### config.mk
export PLATFORM = sky130hd
export DESIGN_NAME = mem_wb_pipe_reg
export DESIGN_NICKNAME = d
export VERILOG_FILES = /design/src/rtl/mem_wb_pipe_reg_pkg.sv /design/src/rtl/mem_wb_channel_reg.sv /design/src/rtl/mem_wb_pipe_reg.sv
export SDC_FILE = /design/constraint.sdc
export NUM_CORES = 1
export LEC_CHECK = 0
export BUFFER_PORTS_ARGS = -buffer_cell sky130_fd_sc_hd__buf_2
export CAP_MARGIN = 0
export CORE_AREA = 2 2 100 102
export CTS_CLUSTER_SIZE = 14
export DETAILED_ROUTE_END_ITERATION = 10
export DIE_AREA = 0 0 102 104
export GPL_ROUTABILITY_DRIVEN = 0
export PLACE_DENSITY = 0.91
export SLEW_MARGIN = 15
export SYNTH_ARGS = -nofsm -noshare
export SYNTH_HDL_FRONTEND = slang
export SYNTH_SLANG_ARGS = --single-unit
### constraint.sdc
create_clock -name clock -period 1.65 [get_ports clock]
set_clock_uncertainty 0.05 [all_clocks]
set_input_delay 0.0825 -clock clock [delete_from_list [all_inputs] [get_ports clock]]
set_output_delay 0.0825 -clock clock [all_outputs]
set_load 0.03 [all_outputs]
### src/rtl/mem_wb_pipe_reg_pkg.sv
// Shared constants for the MEM->WB pipeline register slice.
package mem_wb_pipe_reg_pkg;

    localparam logic        ENABLE       = 1'b1;
    localparam logic        DISABLE      = 1'b0;
    localparam logic [31:0] ZERO_WORD    = 32'h0000_0000;
    localparam logic [4:0]  NOP_REG_ADDR = 5'd0;

endpackage

### src/rtl/mem_wb_channel_reg.sv
// One register-write channel (we/addr/data) of the MEM->WB pipeline register.
module mem_wb_channel_reg
    import mem_wb_pipe_reg_pkg::*;
#(
    parameter int DATA_WIDTH    = 32,
    parameter int ADDR_WIDTH    = 5,
    parameter int SUPPRESS_ZERO = 0
) (
    input  logic                  clock,
    input  logic                  reset,
    input  logic                  load,
    input  logic                  bubble,
    input  logic                  suppress_zero,
    input  logic                  we_in,
    input  logic [ADDR_WIDTH-1:0] addr_in,
    input  logic [DATA_WIDTH-1:0] data_in,
    output logic                  we,
    output logic [ADDR_WIDTH-1:0] addr,
    output logic [DATA_WIDTH-1:0] data
);

    logic zero_kill;
    logic we_next;

    // Only the GPR channel treats address 0 as the hard-wired $zero register.
    assign zero_kill = (SUPPRESS_ZERO != 0) && suppress_zero && (addr_in == '0);
    assign we_next   = we_in && !zero_kill;

    always_ff @(posedge clock) begin
        if (reset || bubble) begin
            we   <= DISABLE;
            addr <= ADDR_WIDTH'(NOP_REG_ADDR);
            data <= DATA_WIDTH'(ZERO_WORD);
        end else if (load) begin
            we   <= we_next;
            addr <= addr_in;
            data <= data_in;
        end
    end

endmodule

### src/rtl/mem_wb_pipe_reg.sv
// MEM->WB pipeline register with stall hold, bubble, flush and $zero suppression.
// Optional retire counter enabled by defining MEM_WB_RETIRE_COUNT_EN.
module mem_wb_pipe_reg
    import mem_wb_pipe_reg_pkg::*;
#(
    parameter int DATA_WIDTH = 32,
    parameter int ADDR_WIDTH = 5,
    parameter int CHANNELS   = 2,
    parameter int PC_WIDTH   = 32
) (
    input  logic                           clock,
    input  logic                           reset,
    input  logic                           stall_mem,
    input  logic                           stall_wb,
    input  logic                           flush,
    input  logic                           mem_valid,
    input  logic [PC_WIDTH-1:0]            mem_pc,
    input  logic [CHANNELS-1:0]            mem_we,
    input  logic [CHANNELS*ADDR_WIDTH-1:0] mem_waddr,
    input  logic [CHANNELS*DATA_WIDTH-1:0] mem_wdata,
    output logic                           wb_valid,
    output logic [PC_WIDTH-1:0]            wb_pc,
    output logic [CHANNELS-1:0]            wb_we,
    output logic [CHANNELS*ADDR_WIDTH-1:0] wb_waddr,
    output logic [CHANNELS*DATA_WIDTH-1:0] wb_wdata,
    output logic [31:0]                    retire_count
);

    typedef enum logic [1:0] {
        WB_LOAD,
        WB_BUBBLE,
        WB_HOLD
    } wb_op_e;

    wb_op_e op;
    logic   load;
    logic   bubble;

    // Flush dominates; a MEM stall with WB free drains WB into a bubble.
    always_comb begin
        op = WB_LOAD;
        if (flush)
            op = WB_BUBBLE;
        else if (stall_mem && !stall_wb)
            op = WB_BUBBLE;
        else if (stall_mem)
            op = WB_HOLD;
    end

    assign load   = (op == WB_LOAD);
    assign bubble = (op == WB_BUBBLE);

    always_ff @(posedge clock) begin
        if (reset || bubble) begin
            wb_valid <= DISABLE;
            wb_pc    <= '0;
        end else if (load) begin
            wb_valid <= mem_valid;
            wb_pc    <= mem_pc;
        end
    end

    for (genvar g = 0; g < CHANNELS; g++) begin : g_ch
        mem_wb_channel_reg #(
            .DATA_WIDTH    (DATA_WIDTH),
            .ADDR_WIDTH    (ADDR_WIDTH),
            .SUPPRESS_ZERO ((g == 0) ? 1 : 0)
        ) u_ch (
            .clock         (clock),
            .reset         (reset),
            .load          (load),
            .bubble        (bubble),
            .suppress_zero (ENABLE),
            .we_in         (mem_we[g] && mem_valid),
            .addr_in       (mem_waddr[g*ADDR_WIDTH +: ADDR_WIDTH]),
            .data_in       (mem_wdata[g*DATA_WIDTH +: DATA_WIDTH]),
            .we            (wb_we[g]),
            .addr          (wb_waddr[g*ADDR_WIDTH +: ADDR_WIDTH]),
            .data          (wb_wdata[g*DATA_WIDTH +: DATA_WIDTH])
        );
    end

`ifdef MEM_WB_RETIRE_COUNT_EN
    logic [31:0] retire_q;

    always_ff @(posedge clock) begin
        if (reset)
            retire_q <= '0;
        else if (load && mem_valid)
            retire_q <= retire_q + 32'd1;
    end

    assign retire_count = retire_q;
`else
    assign retire_count = '0;
`endif

endmodule

==> results.cfg <==
[place]
pre_cts_ws_ps = 418
cell_area_after_placement_sq_mm = 0.00512
hpwl_mm = 7.43
placedCellCount = 838
buffer_ports.inserted = 222

[clock_tree]
htree_levels = 3
clk_transition_reported_paths_ps = 90
clock_latency_ps = 340
clk_root_buffer_cell = sky130_fd_sc_hd__clkbuf_8
post-cts-setup-buffer-count = 0
cts.sink_count = 109
cts_tree = built
clk_path_buf_depth = 2
numCtsBuffers = 9

[yosys]
synth_area_per_cell_sq_um = 7.87
dominant_combinational_cell_family_by_area_after_synthesis = simple AND/OR/NAND/NOR gates
synth_compound_area_share_pct = 14.1
yosysUniqueCellTypes = 17
synth_top_cell_area_share_pct = 54.1
syn-cell-area_sq_mm = 0.00404
synth_xor_area_share_pct = 0
synth.ff_latch_count = 109
synth_sequential_area_ratio_pct = 54.1
yosys_warnings = 0
synth_top_area_cell = sky130_fd_sc_hd__dfxtp_1
synth.area.top_cells = sky130_fd_sc_hd__dfxtp_1 54%, sky130_fd_sc_hd__nand2_1 20%, sky130_fd_sc_hd__a21oi_1 14%
synthMuxAreaShare_pct = 0
synthSimpleGateAreaFrac_pct = 21.1
yosys.area_share.adder_pct = 0
syn_inst = 513

[detailed_routing]
drc = 0
total_detailed_routing_wirelength_mm = 13.5
drt_first_pass_iters = 4
antenna_left = 0
initialDrtViolationCount = 220
drt-vias-per-instance = 4.74
route.vias.total = 4559
post_drt_wl_per_cell_um = 14.1

[timing]
hold_viol = 0
unrepaired_setup_endpoints_after_global_routing = false
post-route-period-util_pct = 65.8
clock.fmax_mhz = 920
tns_ps = 0
final-setup-viol-count = 0
fin_hold_ws_ps = 47.8
maxSlewViolCount = 0
post-route-min-period_ps = 1090
post-route-worst-setup-slack_ps = 564

[finish]
antenna-diode-count = 0
final_cell_area_sq_mm = 0.00637
final-seq-area_sq_mm = 0.00218
postLayoutCoreUtil_pct = 66.7
areaGrowthSynthToFinish_pct = 57.9
post_route_cells_drive_above_1_share_pct = 29.7
nNetsFinal = 938
finalNonFillerCells = 962
multi_input_comb_area_sq_mm = 0.00154
fillers = 701

[setup_path]
cp_capture_type = output pin
cp_data_required_time_ps = 1520
crit_path_arrival_time_ps = 950
cp_max_fo = 2
critical_path_buf_inv_count = 1
timing.critical_path.from_type = register
slowest_delay_ps = 390
criticalPathCategory = register to output pin
critical_path.top_delay_family = flip-flops
worstPathCellList = buf_2
slowest_stage = sky130_fd_sc_hd__dfxtp_1

[pwr]
power.density_mw_per_mm2 = 783
power_mw = 4.99
vdd_drop_max_mv = 0.602
leakage_power_nw = 2.91

[grt]
wire_length_of_the_first_global_routing_pass_mm = 20.6
gr-usage-all-layers_pct = 24.2
via_count_of_the_first_global_routing_pass = 4432
globalRouteOverflowTotal = 0
grt_max_degree = 57
number_of_antenna_violations_at_the_first_check_in_global_routing = 0

[floorplan]
io-pin-count = 255
floorplan.die_area_sq_mm = 0.0106
fp-row-count = 36
initial_utilization_pct = 42.3
floorplan.core_area_sq_mm = 0.00955
die_width_um = 102
die_y_um = 104

[run_status]
status = completed

[flow_run]
max-cap-violations = 0

[worst_hold_path]
worstHoldPathType = primary input to register
==> worst min-delay path, delay by kind of cell <==
kind                   cells  cell delay [ps]
buffers and inverters      1              100
AO/OA/AOI/OAI              2              140
AND/OR/NAND/NOR            1               70
==> kinds of logic after synthesis <==
group	count (synthesis)
simple gates	223
buf+inv	69
other cells	1
flops	109
compound gates	111
==> report_power, final <==
group          switching, mW  internal [mW]  total, mW
clock                  0.885          0.562       1.45
combinational          0.481          0.365      0.846
sequential            0.0226           2.67       2.70
==> timing repair <==
action                    CTS  global route
hold endpoints to repair  108             0
hold buffers              108             0
gates resized for setup     0             0
==> placed cells by master (no fill, tap or decap), types with 2 or more instances in the layout <==
cell type,instances
sky130_fd_sc_hd__nand2_1,217
sky130_fd_sc_hd__clkbuf_8,9
sky130_fd_sc_hd__buf_4,2
sky130_fd_sc_hd__clkbuf_1,3
sky130_fd_sc_hd__a21oi_1,109
sky130_fd_sc_hd__conb_1,32
sky130_fd_sc_hd__dfxtp_1,109
sky130_fd_sc_hd__buf_12,5
sky130_fd_sc_hd__clkinvlp_4,2
sky130_fd_sc_hd__nor2_1,2
sky130_fd_sc_hd__buf_2,222
sky130_fd_sc_hd__dlygate4sd3_1,108
==> area by class of cell <==
type                       instances  area share [%]
inverter                           1          0.0589
tap                              133            2.61
timing repair buffer             337            36.2
sequential                       109            34.3
clock inverter                     4           0.511
multi-input combinational        366            24.2
clock buffer                      12            2.12
==> state kept, by name, summed over array words and instances, names as in the netlist <==
signal	flops
g_ch.u_ch.we	2
g_ch.u_ch.data	64
g_ch.u_ch.addr	10
wb_valid	1
wb_pc	32
==> cells in the mapped netlist <==
library cell               number
sky130_fd_sc_hd__nor2_4         1
sky130_fd_sc_hd__a211o_1        1
sky130_fd_sc_hd__buf_1          1
sky130_fd_sc_hd__nor2_1         2
sky130_fd_sc_hd__buf_4         39
sky130_fd_sc_hd__clkbuf_1      14
sky130_fd_sc_hd__buf_6          1
sky130_fd_sc_hd__conb_1         1
sky130_fd_sc_hd__dfxtp_1      109
sky130_fd_sc_hd__buf_2         13
sky130_fd_sc_hd__inv_2          1
sky130_fd_sc_hd__o21ai_4        1
sky130_fd_sc_hd__nand2_1      217
sky130_fd_sc_hd__nand3_1        1
sky130_fd_sc_hd__a21oi_1      109
sky130_fd_sc_hd__or2_1          1
sky130_fd_sc_hd__nor3_1         1
==> metal layers <==
metal | routed length [um] | vias up | part of all wire (%) | track usage [%]
li1 | - | 2188 | - | -
met1 | 5030 | 2088 | 37 | 25.6
met2 | 6950 | 241 | 51 | 43.4
met3 | 1100 | 42 | 8.2 | 6.72
met4 | 438 | 0 | 3.2 | 11.1
met5 | 0 | - | 0 | 0
==> path summary, 6_finish.rpt <==
| path | start | end | slack, ps | depth (start not counted) |
|---|---|---|---|---|
| min reg2reg | wb_pc[26] | wb_pc[26] | 410 | 2 |
| max reg2reg | g_ch[0].u_ch.data[28] | g_ch[0].u_ch.data[28] | 850 | 2 |
| min | mem_we[0] | g_ch[0].u_ch.we | 50 | 4 |
| max | g_ch[1].u_ch.data[6] | wb_wdata[38] | 560 | 1 |
(Power assumes the default switching activity.)
